### config.mk
export PLATFORM = sky130hd
export DESIGN_NAME = saw_tx_sequencer_flat
export DESIGN_NICKNAME = d
export VERILOG_FILES = /design/src/rtl/saw_tx_sequencer_if.sv /design/src/rtl/saw_tx_sequencer.sv /design/src/flat_wrapper.sv
export SDC_FILE = /design/constraint.sdc
export NUM_CORES = 1
export LEC_CHECK = 0
export BUFFER_PORTS_ARGS = -buffer_cell sky130_fd_sc_hd__buf_2
export CORE_ASPECT_RATIO = 2
export CORE_UTILIZATION = 31
export DETAILED_ROUTE_END_ITERATION = 8
export SLEW_MARGIN = 20
export SYNTH_ARGS = -nofsm -noshare
export SYNTH_HDL_FRONTEND = slang
export SYNTH_SLANG_ARGS = --single-unit
### constraint.sdc
create_clock -name clk -period 1.8 [get_ports clk]
set_input_delay 0.27 -clock clk [delete_from_list [all_inputs] [get_ports clk]]
set_output_delay 0.27 -clock clk [all_outputs]
set_load 0.01 [all_outputs]
### src/rtl/saw_tx_sequencer_if.sv
// Bundle of the packet-source, link-framer and ACK signals of one
// stop-and-wait transmit channel, plus the channel status outputs.
//
// Handshake rule for both pkt_* and frm_*: a transfer happens on a rising
// clk edge where valid and ready are both high. Once the sender raises
// valid it keeps valid and its data stable until that transfer. The
// receiver may raise or drop ready at any time. ack_valid is a one-cycle
// strobe with no ready; it is sampled every cycle.
interface saw_tx_sequencer_if #(
  parameter int DATA_W = 8,
  parameter int RTY_W  = 3
);
  // network layer -> sequencer
  logic              pkt_valid;
  logic [DATA_W-1:0] pkt_data;
  logic              pkt_ready;
  // sequencer -> link framer
  logic              frm_valid;
  logic [DATA_W-1:0] frm_data;
  logic              frm_seq;
  logic              frm_ready;
  // link receiver -> sequencer
  logic              ack_valid;
  logic              ack_seq;
  logic              ack_err;
  // channel status
  logic              tx_done;
  logic              tx_fail;
  logic              busy;
  logic [RTY_W-1:0]  retry_cnt;

  // sequencer side
  modport master (
    input  pkt_valid, pkt_data, frm_ready, ack_valid, ack_seq, ack_err,
    output pkt_ready, frm_valid, frm_data, frm_seq,
    output tx_done, tx_fail, busy, retry_cnt
  );

  // environment side (packet source, framer, ACK receiver)
  modport slave (
    output pkt_valid, pkt_data, frm_ready, ack_valid, ack_seq, ack_err,
    input  pkt_ready, frm_valid, frm_data, frm_seq,
    input  tx_done, tx_fail, busy, retry_cnt
  );
endinterface

### src/rtl/saw_tx_sequencer.sv
// Stop-and-wait ARQ transmit sequencer. Accepts one packet at a time,
// stores it with a 1-bit sequence number, sends it to the framer, then
// waits for a matching ACK. A missing ACK triggers a resend of the same
// copy; after MAX_RETRY resends the packet is abandoned with tx_fail.
module saw_tx_sequencer #(
  parameter int DATA_W    = 8,
  parameter int TIMEOUT   = 16,
  parameter int TMR_W     = 8,
  parameter int MAX_RETRY = 4,
  parameter int RTY_W     = 3
) (
  input  logic                 clk,
  input  logic                 rstn,
  saw_tx_sequencer_if.master   bus,
  output logic [1:0]           dbg_state
);

  localparam logic [1:0] ST_IDLE = 2'd0;
  localparam logic [1:0] ST_SEND = 2'd1;
  localparam logic [1:0] ST_WAIT = 2'd2;

  // Timer is loaded with TIMEOUT-1 and the timeout fires on the cycle it
  // reads zero, so WAIT lasts exactly TIMEOUT cycles per send.
  localparam logic [TMR_W-1:0] TMR_LOAD = TMR_W'(TIMEOUT - 1);
  localparam logic [RTY_W-1:0] RTY_MAX  = RTY_W'(MAX_RETRY);

  logic [1:0]        state_q, state_d;
  logic              seq_q, seq_d;
  logic [TMR_W-1:0]  timer_q, timer_d;
  logic [RTY_W-1:0]  retry_q, retry_d;
  logic [DATA_W-1:0] copy_q, copy_d;
  logic              done_q, done_d;
  logic              fail_q, fail_d;

  logic pkt_fire;
  logic frm_fire;
  logic good_ack;
  logic timed_out;
  logic retries_spent;

  // Handshake and ACK qualification terms used by the next-state logic.
  always_comb begin
    pkt_fire      = bus.pkt_valid & bus.pkt_ready;
    frm_fire      = bus.frm_valid & bus.frm_ready;
    good_ack      = bus.ack_valid & ~bus.ack_err & (bus.ack_seq == seq_q);
    timed_out     = (timer_q == '0);
    retries_spent = (retry_q == RTY_MAX);
  end

  // Next-state and datapath updates; good ACK outranks the timeout.
  always_comb begin
    state_d = state_q;
    seq_d   = seq_q;
    timer_d = timer_q;
    retry_d = retry_q;
    copy_d  = copy_q;
    done_d  = 1'b0;
    fail_d  = 1'b0;

    case (state_q)
      ST_IDLE: begin
        if (pkt_fire) begin
          copy_d  = bus.pkt_data;
          retry_d = '0;
          state_d = ST_SEND;
        end
      end

      ST_SEND: begin
        // No timer here: the framer may stall us for as long as it likes.
        if (frm_fire) begin
          timer_d = TMR_LOAD;
          state_d = ST_WAIT;
        end
      end

      ST_WAIT: begin
        if (good_ack) begin
          seq_d   = ~seq_q;
          done_d  = 1'b1;
          state_d = ST_IDLE;
        end else if (timed_out) begin
          if (retries_spent) begin
            fail_d  = 1'b1;
            state_d = ST_IDLE;
          end else begin
            retry_d = retry_q + 1'b1;
            state_d = ST_SEND;
          end
        end else begin
          timer_d = timer_q - 1'b1;
        end
      end

      default: begin
        state_d = ST_IDLE;
      end
    endcase
  end

  // State registers with synchronous active-low reset.
  always_ff @(posedge clk) begin
    if (!rstn) begin
      state_q <= ST_IDLE;
      seq_q   <= 1'b0;
      timer_q <= '0;
      retry_q <= '0;
      copy_q  <= '0;
      done_q  <= 1'b0;
      fail_q  <= 1'b0;
    end else begin
      state_q <= state_d;
      seq_q   <= seq_d;
      timer_q <= timer_d;
      retry_q <= retry_d;
      copy_q  <= copy_d;
      done_q  <= done_d;
      fail_q  <= fail_d;
    end
  end

  // Outputs decode directly from state and the stored copy.
  always_comb begin
    // pkt_ready is gated by rstn so no packet is taken while reset is held.
    bus.pkt_ready = (state_q == ST_IDLE) & rstn;
    bus.frm_valid = (state_q == ST_SEND);
    bus.frm_data  = copy_q;
    bus.frm_seq   = seq_q;
    bus.busy      = (state_q == ST_SEND) | (state_q == ST_WAIT);
    bus.tx_done   = done_q;
    bus.tx_fail   = fail_q;
    bus.retry_cnt = retry_q;
    dbg_state     = state_q;
  end

endmodule

### src/flat_wrapper.sv
// flat-port wrapper written by rule: the top's interface ports become plain ports
module saw_tx_sequencer_flat 
#(
  parameter int DATA_W    = 8,
  parameter int TIMEOUT   = 16,
  parameter int TMR_W     = 8,
  parameter int MAX_RETRY = 4,
  parameter int RTY_W     = 3
)
  (clk, rstn, dbg_state, bus_pkt_valid, bus_pkt_data, bus_frm_ready, bus_ack_valid, bus_ack_seq, bus_ack_err, bus_pkt_ready, bus_frm_valid, bus_frm_data, bus_frm_seq, bus_tx_done, bus_tx_fail, bus_busy, bus_retry_cnt);
  saw_tx_sequencer_if #(.DATA_W(DATA_W), .RTY_W(RTY_W)) bus_i ();
  input  logic clk;
  input  logic rstn;
  output logic [1:0] dbg_state;
  input wire logic [$bits(bus_i.pkt_valid)-1:0] bus_pkt_valid;
  input wire logic [$bits(bus_i.pkt_data)-1:0] bus_pkt_data;
  input wire logic [$bits(bus_i.frm_ready)-1:0] bus_frm_ready;
  input wire logic [$bits(bus_i.ack_valid)-1:0] bus_ack_valid;
  input wire logic [$bits(bus_i.ack_seq)-1:0] bus_ack_seq;
  input wire logic [$bits(bus_i.ack_err)-1:0] bus_ack_err;
  output wire logic [$bits(bus_i.pkt_ready)-1:0] bus_pkt_ready;
  output wire logic [$bits(bus_i.frm_valid)-1:0] bus_frm_valid;
  output wire logic [$bits(bus_i.frm_data)-1:0] bus_frm_data;
  output wire logic [$bits(bus_i.frm_seq)-1:0] bus_frm_seq;
  output wire logic [$bits(bus_i.tx_done)-1:0] bus_tx_done;
  output wire logic [$bits(bus_i.tx_fail)-1:0] bus_tx_fail;
  output wire logic [$bits(bus_i.busy)-1:0] bus_busy;
  output wire logic [$bits(bus_i.retry_cnt)-1:0] bus_retry_cnt;
  assign bus_i.pkt_valid = bus_pkt_valid;
  assign bus_i.pkt_data = bus_pkt_data;
  assign bus_i.frm_ready = bus_frm_ready;
  assign bus_i.ack_valid = bus_ack_valid;
  assign bus_i.ack_seq = bus_ack_seq;
  assign bus_i.ack_err = bus_ack_err;
  assign bus_pkt_ready = bus_i.pkt_ready;
  assign bus_frm_valid = bus_i.frm_valid;
  assign bus_frm_data = bus_i.frm_data;
  assign bus_frm_seq = bus_i.frm_seq;
  assign bus_tx_done = bus_i.tx_done;
  assign bus_tx_fail = bus_i.tx_fail;
  assign bus_busy = bus_i.busy;
  assign bus_retry_cnt = bus_i.retry_cnt;
  saw_tx_sequencer #(.DATA_W(DATA_W), .TIMEOUT(TIMEOUT), .TMR_W(TMR_W), .MAX_RETRY(MAX_RETRY), .RTY_W(RTY_W)) u_core (.clk(clk), .rstn(rstn), .bus(bus_i), .dbg_state(dbg_state));
endmodule
After elaboration in Yosys (flattened, before gate mapping)
Index checks and enable logic that the tools add are counted.

storage, ports and cells
  register bits after elaboration = 24
  input port bits = 15
  output and inout bits = 19
  logic and storage cells = 59

operators by class
  $add $sub $neg = 2
  eq/ne operators = 11
  muxes and demuxes = 17
  bitwise logic cells = 11
  reduce and logical (&&, ||, !) cells = 11

operators with widths
  cell                 number
  $mux 8               3
  $pmux 8 s2           1
  $mux 3               4
  $logic_not 8->1      1
  $mux 2               4
  $ne 2x2->1 const B   4
  $sub 8x1->8 const B  1
  $pmux 2 s3           1
  $pmux 3 s2           1
  $reduce_and 2->1     3
  $and 1x1->1          5
  $not 1->1            5
  $reduce_and 5->1     1
  $ne 2x1->1 const B   2
  $reduce_and 4->1     1
  $reduce_bool 2->1    2
  $reduce_or 4->1      1
  $add 3x1->3 const B  1
  $eq 3x3->1 const B   1
  $mux 1               3
  $ne 3x1->1 const B   1
  $reduce_and 3->1     1
  $eq 2x1->1 const B   1
  $eq 2x2->1 const B   1
  other kinds (3)      3

Logic depth before layout (Yosys ltp)
Gate-level depths: netlist of the first run.

  depth after elaboration = 5
  gate-level depth with buffers = 7
  mapped depth without buffers = 6

Worst setup path after synthesis of the first run
No wires, ideal clock.

  kind = reg2reg
  start = register u_core.state_q[1] (netlist: u_core.dbg_state[1])
  end = register u_core.timer_q[5]
  data arrival time = 1786 ps
  data required time = 1728 ps
  setup slack = -58 ps
  stages on the path, launching flop included = 7
  path buffers = 0
  cells stage by stage = dfxtp_1 > inv_1 > ha_1 > mux2_2 > nand2_1 > a2111oi_0 > mux2i_1

on the way
  cells in the longest elaborated chain, start to end = 4

ends and longest elaborated chain
  item                        RTL line                 RTL
  from (decl)                 saw_tx_sequencer.sv:27   logic [1:0] state_q, state_d;
  from (signal assigned)      saw_tx_sequencer.sv:112  state_q <= state_d;
  $eq 2x1->1 *                saw_tx_sequencer.sv:126  bus.frm_valid = (state_q == ST_SEND);
  named net bus_frm_valid     flat_wrapper.sv:22       output wire logic [$bits(bus_i.frm_valid)-1:0] bus_frm_valid;
  $and 1x1->1                 saw_tx_sequencer.sv:44   frm_fire = bus.frm_valid & bus.frm_ready;
  $ne 2x2->1 (no line)        --
  $reduce_and 4->1 (no line)  --
  to (signal assigned)        saw_tx_sequencer.sv:114  timer_q <= timer_d;
  to (decl)                   saw_tx_sequencer.sv:29   logic [TMR_W-1:0] timer_q, timer_d;

The timed path passes the listed nets; every way through them passes the cells marked *.
A chain may end at the register's enable or synchronous reset.

Worst setup path in the final report of the first run
  start = register u_core.timer_q[5]
  end = register u_core.timer_q[2]

on the way
  cells in the longest elaborated chain, start to end = 3

ends and longest elaborated chain
  item                        RTL line                RTL
  $logic_not 8->1             saw_tx_sequencer.sv:46  timed_out = (timer_q == '0);
  $ne 2x2->1 (no line)        --
  $reduce_and 4->1 (no line)  --

No other way between the ends.

==> impl_summary.log, run 1 <==
[metrics] site row count: 33
[metrics] fin cells: around 270
[metrics] fraction of post-synthesis cell area in the top cell type by area: 35.7%
[metrics] diode count: 0
[metrics] biggest area consumer among synthesized cells: sky130_fd_sc_hd__dfxtp_1
[metrics] remaining routing DRC violations: 0
[metrics] Clk Latency, worst-skew pair: 0.27 ns
[metrics] startpoint type of the worst setup path: flop
[metrics] Post-DRT Antenna Nets: 0
[metrics] number of setup violations in the final report: 0
[metrics] HPWL reported at the end of detailed placement: between 2 and 3 mm
[metrics] wire length after detailed routing: 3.50 mm
[metrics] Hold/Removal Path Class: in -> reg
[metrics] adder-cell share of the synthesized area: 8.36%
[metrics] Post-Synth Simple-Gate Area: 21.8%
[metrics] Cell Pwr Density: approximately 1400 nW/um^2
[metrics] PortBufs: 33
[metrics] dominant cells by area after synthesis: sky130_fd_sc_hd__dfxtp_1 (36%), sky130_fd_sc_hd__nand2_1 (8.6%), sky130_fd_sc_hd__ha_1 (8.4%)
[metrics] area enclosed by the die boundary: 4630 um^2
[metrics] max-slew violations: 0
[metrics] number of global-route vias before repair: 1401
[metrics] clock tree from TritonCTS: done
[metrics] floorplan die width: a little under 50 um
[metrics] number of synthesized register bits: 24
[metrics] capture point of the worst path: u_core.timer_q[2]
[metrics] number of different library cells in the post-synthesis netlist: 38
[metrics] worst vdd ir: between 0.7 and 0.8 mV
[metrics] sequential standard cell area: 483 um^2
[metrics] Placement Setup Slack: -0.0916 ns
[metrics] Root Buffer Master: sky130_fd_sc_hd__clkbuf_8
[metrics] num ports: 34
[metrics] fin worst setup slack: 0.0421 ns
[metrics] Reg2Reg Depth: 4
[metrics] start of the worst register-to-register path: u_core.timer_q[5]
[metrics] Max Clock Freq: 569 MHz
[metrics] area occupied by multi-input gates: about 850 um^2
[metrics] clock sink count: 24
[metrics] Post-Syn Area: 1350 um^2
[metrics] crit path max fanout: 7
[metrics] synth warn: 0
[metrics] arrival time at the worst endpoint: 1.96 ns
[metrics] Core Region: ~4100 um^2
[metrics] deepest clock path buffer count: 2
[metrics] GRT Total Usage: 16.8%
[metrics] Static Leakage: 0.000829 uW
[metrics] RePlAce Congestion: 0.831
[metrics] count of maximum capacitance violations: 0
[metrics] worst slew margin relative to its limit: a little over two thirds
[metrics] commonest register cell after synthesis: sky130_fd_sc_hd__dfxtp_1
[metrics] initial drt markers: 9
[metrics] fill cell count: between 400 and 500
[metrics] xor/xnor share of the synthesized area: around 2.5%
[metrics] timing startpoint of the critical path: u_core.timer_q[5]
[metrics] sort of element at the end of the critical path: flop
[metrics] Crit Reg-Reg Endpoint: u_core.timer_q[2]
[metrics] final-layout worst hold slack: 0.193 ns
[metrics] Starting Density: 32.6%
[metrics] gate count after technology mapping: 159
[metrics] Post-synth EDFFs: 0
[metrics] Syn Area/Cell: around 8.5 um^2
[metrics] area added between synthesis and finish: 38.4%
[metrics] post-layout minimum cycle time: 1.76 ns
[metrics] number of instances in the placed design: 264
[metrics] via-per-instance ratio: 4.96
[metrics] mux contribution to synthesized area: between 7 and 8%
[metrics] worst setup skew after layout: approximately 0.0058 ns
[metrics] clock input transition at the sequential cells of the worst setup and hold paths: roughly 0.080 ns
[metrics] wire length of the first global-routing pass: 5.99 mm
[metrics] detailed-routing iteration count for the pre-antenna-repair pass: 4
[metrics] area fraction in compound gates after synthesis: 18.8%
[metrics] Net Count, Synth: approximately 180
[metrics] maximum number of pins on one net before global-route repair: 17
[metrics] CTS buffer count: 3
[metrics] Vert. Die Dim: 95.2 um
[metrics] setup slack on the worst flop-to-flop path: 0.04 ns
[metrics] critical path required time: roughly 2 ns
[metrics] Fin. Hold Viols: 0
[metrics] average wire per standard cell: 13.0 um
[metrics] number of antenna violations at the first check in global routing: 0
[metrics] start-to-end type of the worst setup path: reg -> reg
[metrics] setup repair after global routing missed its margin: yes
[metrics] combinational family with the most area after synthesis: simple AND/OR/NAND/NOR gates
[metrics] Least-Margin Pin Slew: 0.440 ns
[metrics] Layout Utilization: ~45%
[metrics] share of flip-flops with an asynchronous set or reset: 0%
[metrics] Net count, final: 242
[metrics] total number of vias: 1335
[metrics] Synth top cells by count: sky130_fd_sc_hd__nand2_1 (31), sky130_fd_sc_hd__dfxtp_1 (24), sky130_fd_sc_hd__inv_1 (11)
[metrics] proportion of layout cells with a drive suffix above 1: between 30% and 40%
[metrics] Overflow after GRT: 0
[metrics] hold_buf cts: 0
[metrics] proportion of synthesized chip area in sequential cells: between 30% and 40%
[metrics] most repeated cell in the gate-level netlist after synthesis: sky130_fd_sc_hd__nand2_1
[metrics] outcome: finished clean
[metrics] H-tree depth: 1
[metrics] Tcrit/Tclk final: 97.7%
cells by family after synthesis:
logic type,Yosys count
muxes,10
and+or+nand+nor,60
xor gates and xnor gates,3
AOI/OAI and AO/OA,35
buffers and inverters,18
DFF,24
adders and majority gates,9
layer usage:
layer | vias to the layer above | share of wire [%] | global-route usage [%]
li1 | 667 | - | -
met1 | 632 | 36 | 15.0
met2 | 27 | 58 | 35.3
met3 | 9 | 2.6 | 1.75
met4 | 0 | 2.8 | 8.82
met5 | - | 0 | 0
cells in the final DEF, fill, tap and decap left out, types with 3 or more instances in the layout:
master | netlist | final
sky130_fd_sc_hd__buf_2 | 1 | 33
sky130_fd_sc_hd__o21ai_0 | 10 | 10
sky130_fd_sc_hd__nor2_1 | 5 | 5
sky130_fd_sc_hd__dfxtp_1 | 24 | 22
sky130_fd_sc_hd__mux2i_1 | 7 | 7
sky130_fd_sc_hd__buf_4 | 0 | 26
sky130_fd_sc_hd__clkbuf_8 | 0 | 4
sky130_fd_sc_hd__inv_1 | 11 | 11
sky130_fd_sc_hd__a21oi_1 | 7 | 5
sky130_fd_sc_hd__nand2_1 | 31 | 31
sky130_fd_sc_hd__nand2b_1 | 6 | 6
sky130_fd_sc_hd__nor4_1 | 3 | 3
sky130_fd_sc_hd__ha_1 | 9 | 8
sky130_fd_sc_hd__mux2_2 | 3 | 3
sky130_fd_sc_hd__o21a_1 | 3 | 3
layout make-up:
type / count / area share [%]
multi-input combinational: 117 / 45.3
sequential: 24 / 25.9
timing repair buffer: 60 / 19.9
tap: 52 / 3.49
clock buffer: 4 / 2.95
inverter: 12 / 2.41
worst min path at each step:
stage / startpoint / endpoint / slack [ns] / depth (start not counted)
5_1_grt: bus_pkt_data[3] / u_core.bus.frm_data[3] / 0.20 / 3
3_5_place_dp: u_core.bus.frm_data[0] / u_core.bus.frm_data[0] / 0.45 / 2
6_report: bus_pkt_data[3] / u_core.bus.frm_data[3] / 0.19 / 3
2_1_floorplan: bus_pkt_data[0] / u_core.bus.frm_data[0] / 0.38 / 2
4_1_cts: bus_pkt_data[2] / u_core.bus.frm_data[2] / 0.19 / 3
3_3_place_gp: u_core.bus.frm_data[0] / u_core.bus.frm_data[0] / 0.44 / 2
state kept, by name, indices dropped and copies added (netlist names):
register,flops
u_core.dbg_state,2
u_core.bus.tx_fail,1
u_core.bus.tx_done,1
u_core.bus.retry_cnt,3
u_core.timer_q,8
u_core.bus.frm_data,8
u_core.bus.frm_seq,1
power breakdown:
group	internal, uW	switching, uW
Clock	195	168
Sequential	652	78.5
Combinational	733	790
repair_timing:
| item | 4_1_cts | 5_1_grt |
|---|---|---|
| setup buffers | 1 | 0 |
| hold endpoints to repair | 0 | 0 |
| gates cloned | 0 | 0 |
| endpoints found under the setup margin | 9 | 11 |
| gates resized for setup | 9 | 8 |
| pin swaps | 2 | 4 |
worst max-delay path, stage by stage (launching register included):
cell	delay (ns)
sky130_fd_sc_hd__dfxtp_2	0.33
sky130_fd_sc_hd__or4_4	0.59
sky130_fd_sc_hd__o22ai_4	0.27
sky130_fd_sc_hd__mux2_2	0.37
sky130_fd_sc_hd__a21oi_1	0.13
per-stage QoR:
stage | TNS [ns] | power [uW] | area (um^2)
after floorplan | -0.136 | 1590 | 1350
after global placement | -0.273 | 2110 | 1750
after detailed placement | -0.451 | 2120 | 1750
after CTS | 0 | 2600 | 1840
after global routing | -0.0894 | 2820 | 1870
final | 0 | 2620 | 1870
Power figures use the tool's default switching activity.
==> run 2, diff against run 1 <==
ABC_AREA = 1   (was unset)
HOLD_SLACK_MARGIN = 0.1   (was unset)
==> run 2 against run 1 <==
Net effect:
- cell count increased by 7.4%
- area after synthesis increased by 1.3%
- utilization shrank 5.5 points
- maximum frequency rose by 3.9%
- flip-flop and latch count unchanged
- sequential share of layout area up 3.2 points
- worst hold slack barely moved
- critical path depth up 2
- synthesized cell count grew 25%
==> impl_summary.log, run 2 <==
[metrics] Tcrit/Tclk final: 94.0% (-3.7 points)
[metrics] post-layout minimum cycle time: 1.69 ns (-0.0661 ns)
[metrics] outcome: finished clean
[metrics] detailed-routing iteration count for the pre-antenna-repair pass: 4 (unchanged)
[metrics] postcts setup bufs: 0 (-1)
[metrics] share of flip-flops with an asynchronous set or reset: 0% (unchanged)
[metrics] Post-Synth Simple-Gate Area: 37.4% (+16 points)
[metrics] most common cell after layout, fill and taps aside: sky130_fd_sc_hd__nand2_1
[metrics] Post-synth EDFFs: 0 (unchanged)
[metrics] gate count after technology mapping: 199 (+25%)
[metrics] CTS buffer count: 3 (unchanged)
[metrics] cell depth of the worst min-delay path: 3 (unchanged)
[metrics] switching share of total power: 45.1% (+5.5 points)
[metrics] clock input transition at the sequential cells of the worst setup and hold paths: 0.09 ns (about the same)
[metrics] clock tree from TritonCTS: done
[metrics] commonest register cell after synthesis: sky130_fd_sc_hd__dfxtp_1
[metrics] GRT Total Usage: 15.4% (-1.4 points)
[metrics] final-layout worst hold slack: 0.193 ns (-0.000442 ns)
[metrics] worst slew margin relative to its limit: 72.2% (+1.7 points)
[metrics] remaining routing DRC violations: 0 (unchanged)
[metrics] fraction of post-synthesis cell area in the top cell type by area: 35.2% (-0.46 points)
[metrics] arrival time at the worst endpoint: 1.42 ns (-0.54 ns)
[metrics] Fin. Hold Viols: 0 (unchanged)
[metrics] max-slew violations: 0 (unchanged)
[metrics] Core Region: 4170 um^2 (+1.0%)
[metrics] H-tree depth: 1 (unchanged)
[metrics] Net Count, Synth: 223 (+22%)
[metrics] floorplan die width: 48.9 um (+0.62%)
[metrics] commonest cells after routing, fill and taps aside: sky130_fd_sc_hd__nand2_1 (63), sky130_fd_sc_hd__buf_2 (33), sky130_fd_sc_hd__inv_1 (25)
[metrics] most repeated cell in the gate-level netlist after synthesis: sky130_fd_sc_hd__nand2_1
[metrics] setup repair after global routing missed its margin: no
[metrics] Static Leakage: 0.000855 uW (+3.1%)
[metrics] combinational family with the most area after synthesis: simple AND/OR/NAND/NOR gates
[metrics] setup slack on the worst flop-to-flop path: 0.16 ns (+0.12 ns)
[metrics] post-layout total power: 2450 uW (-6.3%)
[metrics] Post-DRT Antenna Nets: 0 (unchanged)
[metrics] worst vdd ir: 0.738 mV (+0.95%)
[metrics] maximum number of pins on one net before global-route repair: 14 (-3)
[metrics] Power Internal: 1350 uW (-15%)
[metrics] adder-cell share of the synthesized area: 8.25% (-0.11 points)
[metrics] average wire per standard cell: 11.2 um (-14%)
[metrics] setup TNS: 0 ns (unchanged)
[metrics] HPWL reported at the end of detailed placement: 2.73 mm (-4.7%)
[metrics] Sequential Power Share: 30.5% (+2.6 points)
[metrics] number of setup violations in the final report: 0 (unchanged)
[metrics] Max Clock Freq: 591 MHz (+3.9%)
[metrics] xor/xnor share of the synthesized area: 0.642% (-1.9 points)
[metrics] number of antenna violations at the first check in global routing: 0 (unchanged)
[metrics] hold worst-path end: u_core.bus.frm_data[5]
[metrics] clock network fraction of total power: 14.9% (+1.0 points)
[metrics] area fraction in compound gates after synthesis: 7.61% (-11 points)
[metrics] Vert. Die Dim: 95.8 um (+0.64%)
[metrics] proportion of synthesized chip area in sequential cells: 35.2% (-0.46 points)
[metrics] diode count: 0 (unchanged)
[metrics] Least-Margin Pin Slew: 0.417 ns (-0.0234 ns)
[metrics] PortBufs: 33 (unchanged)
[metrics] start of the worst register-to-register path: u_core.dbg_state[1]
[metrics] Post-Syn Area: 1370 um^2 (+1.3%)
[metrics] combinational share of power: 54.5% (-3.7 points)
[metrics] start-to-end type of the worst setup path: reg -> out
[metrics] Clk Latency, worst-skew pair: 0.27 ns (about the same)
[metrics] crit path max fanout: 5 (-2)
[metrics] Crit Reg-Reg Endpoint: u_core.timer_q[5]
[metrics] Cell Pwr Density: 1480 nW/um^2 (+5.8%)
[metrics] hold_buf cts: 0 (unchanged)
[metrics] count of maximum capacitance violations: 0 (unchanged)
[metrics] area enclosed by the die boundary: 4690 um^2 (+1.3%)
[metrics] total number of vias: 1339 (+0.30%)
[metrics] startpoint type of the worst setup path: flop
[metrics] Overflow after GRT: 0 (unchanged)
[metrics] number of different library cells in the post-synthesis netlist: 23 (-39%)
[metrics] num ports: 34 (unchanged)
[metrics] worst min-delay path startpoint: bus_pkt_data[5]
[metrics] number of global-route vias before repair: 1315 (-6.1%)
[metrics] Syn Area/Cell: 6.86 um^2 (-19%)
[metrics] Reg2Reg Depth: 9 (+5)
[metrics] sort of element at the end of the critical path: output port
[metrics] power dissipated by switching net loads: 1110 uW (+6.8%)
[metrics] Synth top cells by count: sky130_fd_sc_hd__nand2_1 (63), sky130_fd_sc_hd__inv_1 (25), sky130_fd_sc_hd__dfxtp_1 (24)
[metrics] deepest clock path buffer count: 2 (unchanged)
[metrics] RePlAce Congestion: 0.858 (+3.3%)
[metrics] initial drt markers: 24 (+15)
[metrics] synth warn: 0 (unchanged)
[metrics] clock sink count: 24 (unchanged)
[metrics] biggest area consumer among synthesized cells: sky130_fd_sc_hd__dfxtp_1
[metrics] worst setup skew after layout: 0.00701 ns (+0.00123 ns)
[metrics] site row count: 33 (unchanged)
[metrics] dominant cells by area after synthesis: sky130_fd_sc_hd__dfxtp_1 (35%), sky130_fd_sc_hd__nand2_1 (17%), sky130_fd_sc_hd__ha_1 (8.2%)
[metrics] via-per-instance ratio: 4.63 (-6.6%)
[metrics] number of synthesized register bits: 24 (unchanged)
[metrics] Starting Density: 32.7% (+0.097 points)
[metrics] Root Buffer Master: sky130_fd_sc_hd__clkbuf_8
[metrics] mux contribution to synthesized area: 0% (-7.7 points)
[metrics] critical path required time: 1.53 ns (-0.47 ns)
[metrics] wire length after detailed routing: 3.23 mm (-7.7%)
[metrics] area added between synthesis and finish: 21.1%
[metrics] Net count, final: 262 (+8.3%)
[metrics] proportion of layout cells with a drive suffix above 1: 24.1% (-14 points)
[metrics] Hold/Removal Path Class: in -> reg
[metrics] wire length of the first global-routing pass: 5.50 mm (-8.2%)
## run 2: cell types whose count changed after synthesis, moves of 4 or more
cell / change
sky130_fd_sc_hd__nand2_1: +32
sky130_fd_sc_hd__nand3_1: +16
sky130_fd_sc_hd__inv_1: +14
sky130_fd_sc_hd__nor2_1: +14
sky130_fd_sc_hd__a21oi_1: +7
sky130_fd_sc_hd__mux2i_1: -7
sky130_fd_sc_hd__o21ai_0: -7
sky130_fd_sc_hd__nand2b_1: -6
sky130_fd_sc_hd__clkbuf_1: -4
## run 2: area by class of cell
class,instances,area (um^2)
Clock buffer,4,55.1
Fill cell,456,2520
Inverter,29,111
Multi-Input combinational cell,142,738
Sequential cell,24,480
Tap cell,52,65.1
Timing Repair Buffer,38,203
## run 2: worst max-delay path by stage
stage / from / to / slack, ns
2_1_floorplan: u_core.dbg_state[1] / u_core.timer_q[7] / 0.25
3_3_place_gp: u_core.dbg_state[1] / u_core.timer_q[7] / 0.21
3_5_place_dp: u_core.dbg_state[1] / u_core.timer_q[2] / 0.15
4_1_cts: u_core.dbg_state[1] / bus_pkt_ready / 0.11
5_1_grt: u_core.dbg_state[1] / u_core.timer_q[3] / 0.004
6_report: u_core.dbg_state[1] / bus_pkt_ready / 0.11
## run 2: kinds of logic after synthesis
group,after synthesis
flops,24
buf+inv,33
simple gates,112
xor+xnor,1
compound gates,20
fa+ha+maj,9
## run 2: power by group through the flow
| stage | combinational (uW) | clock [uW] | sequential (uW) |
|---|---|---|---|
| floorplan | 934 | 0 | 784 |
| global placement | 1340 | 0 | 759 |
| detailed placement | 1350 | 0 | 760 |
| CTS | 1350 | 377 | 749 |
| global route | 1530 | 404 | 762 |
| finish | 1340 | 367 | 749 |
## run 2: worst max-delay path, cell delays in order (launching register included)
cell and delay [ns]:
sky130_fd_sc_hd__dfxtp_1 0.41, sky130_fd_sc_hd__inv_1 0.10, sky130_fd_sc_hd__ha_1 0.26, sky130_fd_sc_hd__buf_4 0.17
sky130_fd_sc_hd__nand2_1 0.05, sky130_fd_sc_hd__inv_1 0.04, sky130_fd_sc_hd__buf_2 0.12
## run 2: timing repair
action                                  CTS  global route
endpoints found under the hold margin     0             0
resized for setup                         0             1
endpoints found under the setup margin    0             8
## run 2: per-layer routing
| metal | global-route usage [%] | up-vias | wire (um) |
|---|---|---|---|
| li1 | - | 698 | - |
| met4 | 9.07 | 0 | 104 |
| met2 | 32.6 | 43 | 1880 |
| met5 | 0 | - | 0 |
| met3 | 2.05 | 11 | 122 |
| met1 | 13.0 | 587 | 1120 |
## run 2: through the flow
| step | instances | setup WS, ns | cell area [um^2] | util [%] |
|---|---|---|---|---|
| finish | 289 | 0.108 | 1650 | 39.6 |
| global route | 289 | 0.00440 | 1650 | 39.6 |
| CTS | 289 | 0.109 | 1650 | 39.6 |
| detailed placement | 285 | 0.154 | 1600 | 38.3 |
| global placement | 285 | 0.207 | 1600 | 38.3 |
| floorplan | 199 | 0.253 | 1370 | - |
==> run 3, diff against run 2 <==
--- a/config.mk
+++ b/config.mk
@@ -10,5 +10,6 @@
 export CORE_ASPECT_RATIO = 2
-export CORE_UTILIZATION = 31
+export CORE_UTILIZATION = 45
 export DETAILED_ROUTE_END_ITERATION = 8
 export HOLD_SLACK_MARGIN = 0.1
+export PLACE_DENSITY_LB_ADDON = 0.12
 export SLEW_MARGIN = 20
--- a/constraint.sdc
+++ b/constraint.sdc
@@ -3,2 +3,2 @@
 set_output_delay 0.27 -clock clk [all_outputs]
-set_load 0.01 [all_outputs]
+set_load 0.05 [all_outputs]
==> run 3 against run 2 <==
Net effect:
- flip-flop and latch count is the same
- critical endpoint unchanged
- worst hold slack got worse by 0.0074 ns
- register-to-register slack improved by 0.07 ns
- critical path type unchanged
- sequential power rose by 0.8%
- clock skew fell by 0.0025 ns
- critical path depth is 1 lower
- sequential share of layout area increased by 0.88 points
- die area is 30% lower
- cell count decreased by 8.3%
- via count down 2.1%
- utilization up 16 points
==> impl_summary.log, run 3 (synthesis results as in run 2) <==
[metrics] outcome: finished clean
[metrics] postcts setup bufs: 0 (unchanged)
[metrics] area added between synthesis and finish: 18.1%
[metrics] Sequential Power Share: 27.8% (-2.7 points)
[metrics] worst vdd ir: 0.874 mV (+18%)
[metrics] Starting Density: 46.9% (+14 points)
[metrics] initial drt markers: 17 (-29%)
[metrics] Cell Pwr Density: 1680 nW/um^2 (+13%)
[metrics] arrival time at the worst endpoint: 1.41 ns (about the same)
[metrics] top routing layer used: met4
[metrics] crit path max fanout: 6 (+1)
[metrics] cell type group with the largest total delay on the critical path: buffers and inverters
[metrics] diode count: 0 (unchanged)
[metrics] Net count, final: 260 (-0.76%)
[metrics] post-cts repair resize count: 0 (unchanged)
[metrics] clock input transition at the sequential cells of the worst setup and hold paths: 0.08 ns (about the same)
[metrics] RePlAce Congestion: 0.847 (-1.3%)
[metrics] Critical path buffers and inverters: 3 (-1)
[metrics] Crit Reg-Reg Endpoint: u_core.bus.retry_cnt[1]
[metrics] num ports: 34 (unchanged)
[metrics] clock sink count: 24 (unchanged)
[metrics] Layout Utilization: 55.5% (+16 points)
[metrics] floorplan die width: 40.9 um (-16%)
[metrics] Fin. Hold Viols: 0 (unchanged)
[metrics] sort of element at the end of the critical path: output port
[metrics] worst setup skew after layout: 0.00452 ns (-0.00249 ns)
[metrics] Core Region: 2910 um^2 (-30%)
[metrics] power dissipated by switching net loads: 1390 uW (+26%)
[metrics] setup TNS: 0 ns (unchanged)
[metrics] H-tree depth: 1 (unchanged)
[metrics] commonest cells after routing, fill and taps aside: sky130_fd_sc_hd__nand2_1 (63), sky130_fd_sc_hd__buf_2 (33), sky130_fd_sc_hd__inv_1 (25)
[metrics] Reg2Reg Depth: 9 (unchanged)
[metrics] startpoint type of the worst setup path: flop
[metrics] total number of vias: 1311 (-2.1%)
[metrics] switching share of total power: 51.4% (+6.2 points)
[metrics] Vert. Die Dim: 79.9 um (-17%)
[metrics] remaining routing DRC violations: 0 (unchanged)
[metrics] Static Leakage: 0.000846 uW (-1.1%)
[metrics] Power Internal: 1320 uW (-2.0%)
[metrics] fill cell count: 315 (-31%)
[metrics] series of cell instances along the critical path: inv_1 > ha_1 > nand2_1 > inv_1 > buf_2
[metrics] routed length on met2: 1.78 mm (-5.2%)
[metrics] HPWL reported at the end of detailed placement: 2.48 mm (-8.9%)
[metrics] most common cell after layout, fill and taps aside: sky130_fd_sc_hd__nand2_1
[metrics] area enclosed by the die boundary: 3270 um^2 (-30%)
[metrics] combinational share of power: 58.6% (+4.1 points)
[metrics] setup repair after global routing missed its margin: no
[metrics] most prevalent standard cell on the critical path: sky130_fd_sc_hd__inv_1
[metrics] Post-DRT Antenna Nets: 0 (unchanged)
[metrics] wire length of the first global-routing pass: 4.96 mm (-9.8%)
[metrics] Hold/Removal Path Class: in -> reg
[metrics] number of global-route vias before repair: 1244 (-5.4%)
[metrics] number of antenna violations at the first check in global routing: 0 (unchanged)
[metrics] fin worst setup slack: 0.125 ns (+0.0166 ns)
[metrics] cell depth of the worst min-delay path: 3 (unchanged)
[metrics] worst slew margin relative to its limit: 71.6% (-0.51 points)
[metrics] biggest cell delay along the critical path: 0.35 ns (-0.06 ns)
[metrics] count of maximum capacitance violations: 0 (unchanged)
[metrics] start of the worst register-to-register path: u_core.dbg_state[1]
[metrics] max-slew violations: 0 (unchanged)
[metrics] Placement Setup Slack: 0.229 ns (+0.0756 ns)
[metrics] detailed-routing iteration count for the pre-antenna-repair pass: 4 (unchanged)
[metrics] average wire per standard cell: 11.3 um (+0.95%)
[metrics] cell type of the slowest stage on the worst timing path: sky130_fd_sc_hd__dfxtp_2
[metrics] hold_buf cts: 0 (unchanged)
[metrics] deepest clock path buffer count: 2 (unchanged)
[metrics] Max Clock Freq: 597 MHz (+0.99%)
[metrics] wire length after detailed routing: 2.99 mm (-7.4%)
[metrics] start-to-end type of the worst setup path: reg -> out
[metrics] CTS buffer count: 3 (unchanged)
[metrics] hold worst-path end: u_core.bus.frm_data[3]
[metrics] PortBufs: 33 (unchanged)
[metrics] post-layout minimum cycle time: 1.68 ns (-0.0166 ns)
[metrics] worst min-delay path startpoint: bus_pkt_data[3]
[metrics] Root Buffer Master: sky130_fd_sc_hd__clkbuf_8
[metrics] critical path required time: 1.53 ns (about the same)
[metrics] proportion of layout cells with a drive suffix above 1: 24.3% (+0.20 points)
[metrics] Least-Margin Pin Slew: 0.425 ns (+0.00771 ns)
[metrics] site row count: 28 (-15%)
[metrics] clock network fraction of total power: 13.6% (-1.3 points)
[metrics] clock tree from TritonCTS: done
[metrics] sum of met3 wire segment lengths after detailed routing: 75 um (-39%)
[metrics] sum of routed wire segments on met1: 1.03 mm (-8.4%)
[metrics] Overflow after GRT: 0 (unchanged)
[metrics] final-layout worst hold slack: 0.185 ns (-0.00741 ns)
[metrics] number of setup violations in the final report: 0 (unchanged)
[metrics] setup slack on the worst flop-to-flop path: 0.23 ns (+0.07 ns)
[metrics] via-per-instance ratio: 4.95 (+6.8%)
[metrics] Clk Latency, worst-skew pair: 0.27 ns (about the same)
[metrics] GRT Total Usage: 21.8% (+6.3 points)
[metrics] maximum number of pins on one net before global-route repair: 14 (unchanged)
[metrics] Tcrit/Tclk final: 93.1% (-0.92 points)
-- run 3: metrics by stage --
| step | std cells | instance area [um^2] | power [uW] |
|---|---|---|---|
| finish | 265 | 1610 | 2710 |
| global route | 265 | 1610 | 2970 |
| CTS | 265 | 1610 | 2750 |
| detailed placement | 261 | 1560 | 2370 |
| global placement | 261 | 1560 | 2360 |
| floorplan | 199 | 1370 | 2060 |
-- run 3: final cells by class --
class                           count  area (um^2)  area share (%)
Clock buffer                        4         55.1            3.41
Inverter                           29          111            6.90
Multi-Input combinational cell    142          738            45.8
Sequential cell                    24          483            29.9
Tap cell                           30         37.5            2.33
Timing Repair Buffer               36          188            11.6
-- run 3: worst max path at each step --
| stage | startpoint | to | slack (ns) | cells past startpoint |
|---|---|---|---|---|
| 3_3_place_gp | u_core.dbg_state[0] | u_core.bus.retry_cnt[1] | 0.25 | 10 |
| 2_1_floorplan | u_core.dbg_state[1] | u_core.timer_q[7] | 0.05 | 10 |
| 3_5_place_dp | u_core.dbg_state[1] | u_core.bus.retry_cnt[1] | 0.23 | 9 |
| 4_1_cts | u_core.dbg_state[1] | bus_pkt_ready | 0.1 | 5 |
| 6_report | u_core.dbg_state[1] | bus_pkt_ready | 0.12 | 5 |
| 5_1_grt | u_core.dbg_state[1] | bus_pkt_ready | 0.0004 | 5 |
-- run 3: power by group through the flow --
stage	sequential [uW]	clock (uW)	combinational, uW
floorplan	1010	0	1050
global placement	768	0	1590
detailed placement	769	0	1600
CTS	757	382	1610
global route	777	400	1790
finish	755	368	1590
-- run 3: per-layer routing --
layer / vias up / GRT usage (%)
met2: 28 / 40.8
met5: - / 0
met1: 581 / 19.4
met3: 8 / 1.95
li1: 694 / -
met4: 0 / 12.7
-- run 3: tightest hold or removal path, delay by kind of cell --
| kind | cells | cell delay (ns) |
|---|---|---|
| buf+inv | 1 | 0.07 |
| simple gates | 2 | 0.09 |
